$ cat config.mk
export PLATFORM = sky130hd
export DESIGN_NAME = tfhe_pbs_scheduler
export DESIGN_NICKNAME = d
export VERILOG_FILES = /design/src/rtl/tfhe_pbs_scheduler.sv
export SDC_FILE = /design/constraint.sdc
export NUM_CORES = 1
export LEC_CHECK = 0
export BUFFER_PORTS_ARGS = -buffer_cell sky130_fd_sc_hd__clkbuf_2
export CAP_MARGIN = 20
export CORE_MARGIN = 3
export CORE_UTILIZATION = 47
export DETAILED_ROUTE_END_ITERATION = 12
export HOLD_SLACK_MARGIN = 0.15
export PLACE_DENSITY = 0.77
export SETUP_SLACK_MARGIN = 0.05
export SLEW_MARGIN = 15
export SYNTH_ARGS = -nofsm -noshare
export SYNTH_HDL_FRONTEND = slang
export SYNTH_SLANG_ARGS = --single-unit
$ cat constraint.sdc
create_clock -name S_AXI_ACLK -period 5.7 [get_ports S_AXI_ACLK]
set_clock_uncertainty 0.05 [all_clocks]
set_input_delay 0.855 -clock S_AXI_ACLK [delete_from_list [all_inputs] [get_ports S_AXI_ACLK]]
set_output_delay 0.855 -clock S_AXI_ACLK [all_outputs]
set_load 0.1 [all_outputs]
$ cat src/rtl/tfhe_pbs_scheduler.sv
// tfhe_pbs_scheduler: queues PBS job descriptors and sequences them one at a time on the TFHE core,
// owning start_pbs, core reset, HBM routing and host address/length lines, with timeout, abort and completions.
module tfhe_pbs_scheduler #(
  parameter int ADDR_W        = 32,
  parameter int LEN_W         = 32,
  parameter int DEPTH         = 4,
  parameter int TIMEOUT_W     = 24,
  parameter int SETTLE_CYCLES = 4
) (
  input  logic                       S_AXI_ACLK,
  input  logic                       S_AXI_ARESET,
  input  logic                       job_valid,
  output logic                       job_ready,
  input  logic [ADDR_W-1:0]          job_rd_addr,
  input  logic [LEN_W-1:0]           job_rd_len,
  input  logic [ADDR_W-1:0]          job_wr_addr,
  input  logic [LEN_W-1:0]           job_wr_len,
  input  logic [TIMEOUT_W-1:0]       timeout_cycles,
  input  logic                       abort,
  input  logic                       pbs_busy,
  input  logic                       pbs_done,
  output logic                       start_pbs,
  output logic                       tfhe_reset_n,
  output logic [1:0]                 hbm_select,
  output logic [ADDR_W-1:0]          host_rd_addr,
  output logic [LEN_W-1:0]           host_rd_len,
  output logic [ADDR_W-1:0]          host_wr_addr,
  output logic [LEN_W-1:0]           host_wr_len,
  output logic                       cpl_valid,
  input  logic                       cpl_ready,
  output logic [1:0]                 cpl_status,
  output logic [ADDR_W-1:0]          cpl_rd_addr,
  output logic [$clog2(DEPTH):0]     queue_level,
  output logic                       idle
);
  localparam int PW = $clog2(DEPTH);
  localparam int SW = $clog2(SETTLE_CYCLES + 1);
  localparam logic [PW:0] FULL = DEPTH;
  localparam logic [SW-1:0] S_LAST = SW'(SETTLE_CYCLES - 1);
  localparam logic [TIMEOUT_W-1:0] T_ONE = 1;
  typedef enum logic [2:0] {IDLE, LOAD, SETTLE, START, RUN, DRAIN, CPL} state_t;
  state_t st, nxt;
  logic [ADDR_W-1:0] rd_addr_m [DEPTH];
  logic [ADDR_W-1:0] wr_addr_m [DEPTH];
  logic [LEN_W-1:0] rd_len_m [DEPTH];
  logic [LEN_W-1:0] wr_len_m [DEPTH];
  logic [PW-1:0] wptr, rptr;
  logic [PW:0] count;
  logic [SW-1:0] scnt;
  logic [TIMEOUT_W-1:0] tcnt;
  logic [1:0] status;
  logic push, pop, active, tmo, term;
  assign job_ready = count != FULL;
  assign push = job_valid && job_ready;
  assign pop = st == IDLE && count != '0;
  assign active = st == START || st == RUN;
  assign tmo = timeout_cycles != '0 && tcnt == timeout_cycles - T_ONE;
  assign term = pbs_done || abort || tmo;
  assign idle = st == IDLE && count == '0;
  assign queue_level = count;
  assign cpl_status = status;
  assign cpl_rd_addr = host_rd_addr;
  always_comb begin
    nxt = st;
    case (st)
      IDLE:       nxt = pop ? LOAD : IDLE;
      LOAD:       nxt = abort ? DRAIN : SETTLE;
      SETTLE:     nxt = abort ? DRAIN : (scnt == S_LAST) ? START : SETTLE;
      START, RUN: nxt = term ? DRAIN : (st == RUN || pbs_busy) ? RUN : START;
      DRAIN:      nxt = pbs_busy ? DRAIN : CPL;
      CPL:        nxt = cpl_ready ? IDLE : CPL;
      default:    nxt = IDLE;
    endcase
  end
  // descriptor storage needs no reset; occupancy is tracked by count
  always_ff @(posedge S_AXI_ACLK) begin
    if (push) begin
      rd_addr_m[wptr] <= job_rd_addr;
      wr_addr_m[wptr] <= job_wr_addr;
      rd_len_m[wptr] <= job_rd_len;
      wr_len_m[wptr] <= job_wr_len;
    end
  end
  always_ff @(posedge S_AXI_ACLK or posedge S_AXI_ARESET) begin
    if (S_AXI_ARESET) begin
      st <= IDLE;
      wptr <= '0;
      rptr <= '0;
      count <= '0;
      scnt <= '0;
      tcnt <= '0;
      status <= 2'b00;
      host_rd_addr <= '0;
      host_rd_len <= '0;
      host_wr_addr <= '0;
      host_wr_len <= '0;
      start_pbs <= 1'b0;
      tfhe_reset_n <= 1'b0;
      hbm_select <= 2'b00;
      cpl_valid <= 1'b0;
    end else begin
      st <= nxt;
      count <= count + {{PW{1'b0}}, push} - {{PW{1'b0}}, pop};
      if (push) wptr <= wptr + 1'b1;
      if (pop) begin
        rptr <= rptr + 1'b1;
        host_rd_addr <= rd_addr_m[rptr];
        host_rd_len <= rd_len_m[rptr];
        host_wr_addr <= wr_addr_m[rptr];
        host_wr_len <= wr_len_m[rptr];
      end
      scnt <= (st == SETTLE) ? scnt + 1'b1 : '0;
      tcnt <= active ? (&tcnt ? tcnt : tcnt + T_ONE) : '0;
      // completion precedence: done over abort over timeout
      status <= pop ? 2'b00 :
                ((st == LOAD || st == SETTLE) && abort) ? 2'b10 :
                (active && term) ? (pbs_done ? 2'b00 : abort ? 2'b10 : 2'b01) : status;
      start_pbs <= nxt == START || nxt == RUN;
      tfhe_reset_n <= nxt == START || nxt == RUN;
      hbm_select <= {1'b0, nxt == SETTLE || nxt == START || nxt == RUN};
      cpl_valid <= nxt == CPL;
    end
  end
endmodule

==> run summary <==
Vert. Die Dim -> 244 microns
Post-CTS Setup Bufs -> 0
Initial Utilization -> 47.9%
H-tree depth -> 3
Die Area -> 59,400 sq um
crit path time final -> 3.47 ns
number of routed nets with antenna violations -> 0
largest net degree at the start of global routing -> 133
endpoint type of the worst setup path -> register
Netlist Area Pre-Place -> 26,600 sq um
gr ovfl total -> 0
CTS clk-pin slew, worst paths -> 0.06 ns
DRT Wirelength -> 56.3 mm
number of synthesized flops with an enable pin -> 512
total number of vias -> 13,600
Hold WC Path Type -> primary input to asynchronous set/reset pin
synthesized area per cell -> 19.8 sq um
Seq cells post-synth -> 682
DRC Markers -> 0
Clock Sinks -> 682
placed wire-length estimate -> 33.1 mm
Total GRT Usage -> 19.5%
critical path arrival -> 3.92 ns
Synth warnings -> 0
commonest non-fill, non-tap cells in the layout -> edfxtp_1, clkbuf_2, dfrtp_1
initial antenna violation count -> 7
first-pass GRT wire length -> 88.0 mm
final cell utilization of the core -> 56.6%
Final Hold Vio Count -> 0
number of I/O pins -> 331
fin area -> 31,400 sq um
1st-iter DRT viols -> 802
root buffer cell -> clkbuf_16
outcome -> complete, no violations
placer's final routability congestion estimate -> 0.816
post-synth cell types -> 73
Cells after Synth -> 1,343
family with the most delay on the worst path -> simple AND/OR/NAND/NOR gates
Layout area overhead -> 18.1%
most common cell after layout, fill and taps aside -> edfxtp_1
# hold bufs at CTS -> 0
setup TNS -> 0 ns
Most used DFF post-synth -> edfxtp_1
Worst Setup Path Type -> primary input to register
worst path required time -> 6.15 ns
fraction of layout cells with a size suffix above 1 -> 42.7%
Core Box Area -> 55,500 sq um
slowest cell on the critical path -> or3b_2
maximum clock path buffer count -> 3
placed inst area -> 28,900 sq um
Num CTS Buffers -> 72
Max-slew headroom -> 26.2%
cts repair resizes -> 0
Rows -> 86
CTS tree -> yes
post-DR wirelength/cell -> 22.7 microns
number of global-route vias before repair -> 14,800
Final Max Slew Viols -> 0
Fillers -> 4,224
setup violators final -> 0
vias per cell -> 5.49
drt pass-1 iters -> 4
unrepaired setup endpoints after global routing -> no
Slew @ Worst Pin -> 1.11 ns
CP Max Fanout -> 9
sequential area share after synthesis -> 73.8%
PortBufs -> 329
fin crit share -> 60.9%
Die W -> 244 microns
Worst-Skew Late Latency -> 0.62 ns
max cap viols -> 0
syn_nets -> 1,513
startpoint types -> primary input
CP max stage delay -> 0.56 ns
CP bufs+invs -> 2
critical-path cell list -> clkbuf_2 -> inv_1 -> ha_1 -> or3b_2 -> or4_1 -> mux2_2 -> o221ai_1 -> a211oi_1 -> a31oi_1 -> or3_1 -> a21boi_0
Achievable Freq -> 0.288 GHz
final net count -> 1,839
FFs w/ async S/R, synth -> 24.9%
[per-stage QoR]
| stage | cells | hold slack [ns] | worst slack, ns |
|---|---|---|---|
| floorplan | 1343 | 0.365 | 0.192 |
| global placement | 2343 | 0.378 | 1.74 |
| detailed placement | 2343 | 0.411 | 1.69 |
| CTS | 2476 | 0.343 | 2.32 |
| global route | 2476 | 0.357 | 2.05 |
| finish | 2478 | 0.354 | 2.23 |
[routing by layer]
metal / track usage, % / vias to the layer above / routed length, microns
met5: 0 / - / 65
met4: 5.38 / 10 / 1260
met3: 6.20 / 99 / 4130
met2: 32.4 / 410 / 27900
met1: 24.8 / 7103 / 22900
li1: - / 5981 / -
[synthesized netlist by cell type, types with 15 or more instances]
master	count	share of area [%]
mux4_2	128	11
nor3_1	15	0.28
nand3_1	17	0.32
xnor2_1	27	0.89
xor2_1	28	0.92
edfxtp_1	512	58
buf_4	34	0.96
mux2_2	129	5.5
clkbuf_1	38	0.54
nor2_1	44	0.62
nand2_1	17	0.24
dfrtp_1	170	16
[kinds of logic (layout without fill, tap and decap cells)]
kind of cell | Yosys count | in the layout | share of synthesized area, %
and+or+nand+nor | 174 | 174 | 3.76
xor gates and xnor gates | 56 | 56 | 1.90
adders and majority gates | 11 | 11 | 0.546
buffers and inverters | 102 | 487 | 2.07
AOI/OAI and AO/OA | 56 | 56 | 1.42
muxes | 261 | 261 | 16.5
DFF | 682 | 682 | 73.8
other | 1 | 3 | 0.0141
[sequential cells by signal, summed over array words and instances (netlist names)]
signal        cells
rd_addr_m       128
rd_len_m        128
wr_addr_m       128
wr_len_m        128
cpl_rd_addr      32
host_rd_len      32
host_wr_addr     32
host_wr_len      32
tcnt             24
queue_level       3
scnt              3
st                3
cpl_status        2
rptr              2
wptr              2
cpl_valid         1
hbm_select        1
tfhe_reset_n      1
[worst reg2reg max path: cells and delay by family (launching register included)]
| family | cells | cell delay (ns) |
|---|---|---|
| AND/OR/NAND/NOR | 2 | 0.65 |
| buffers and inverters | 4 | 0.68 |
| adder cells (fa/ha/maj) | 3 | 1.02 |
| flip-flops | 1 | 0.51 |
[final timing paths]
check,start,depth (start not counted),slack [ns],endpoint
worst max register to register,st[0],9,2.69,queue_level[1]
min in group S_AXI_ACLK,job_rd_len[27],1,0.39,rd_len_m[3][27]
worst min-delay path,S_AXI_ARESET,2,0.35,cpl_valid
worst max-delay path,timeout_cycles[0],11,2.23,hbm_select[0]
worst min register to register,scnt[0],1,0.41,scnt[0]
max in group asynchronous,S_AXI_ARESET,3,4.29,queue_level[1]
[final cells by class]
class                           count  area [sq um]  area share (%)
Sequential cell                   682         19600            62.5
Antenna cell                        2          5.00          0.0159
Tap cell                          748           936            2.98
Clock buffer                       99          2010            6.41
Multi-Input combinational cell    559          6430            20.5
Clock inverter                     34           499            1.59
Timing Repair Buffer              340          1820            5.79
Inverter                           14          60.1           0.191
Power is left out: the tool's default activity adds up to more than one toggle a clock period on the data nets, which glitch-free logic cannot reach.
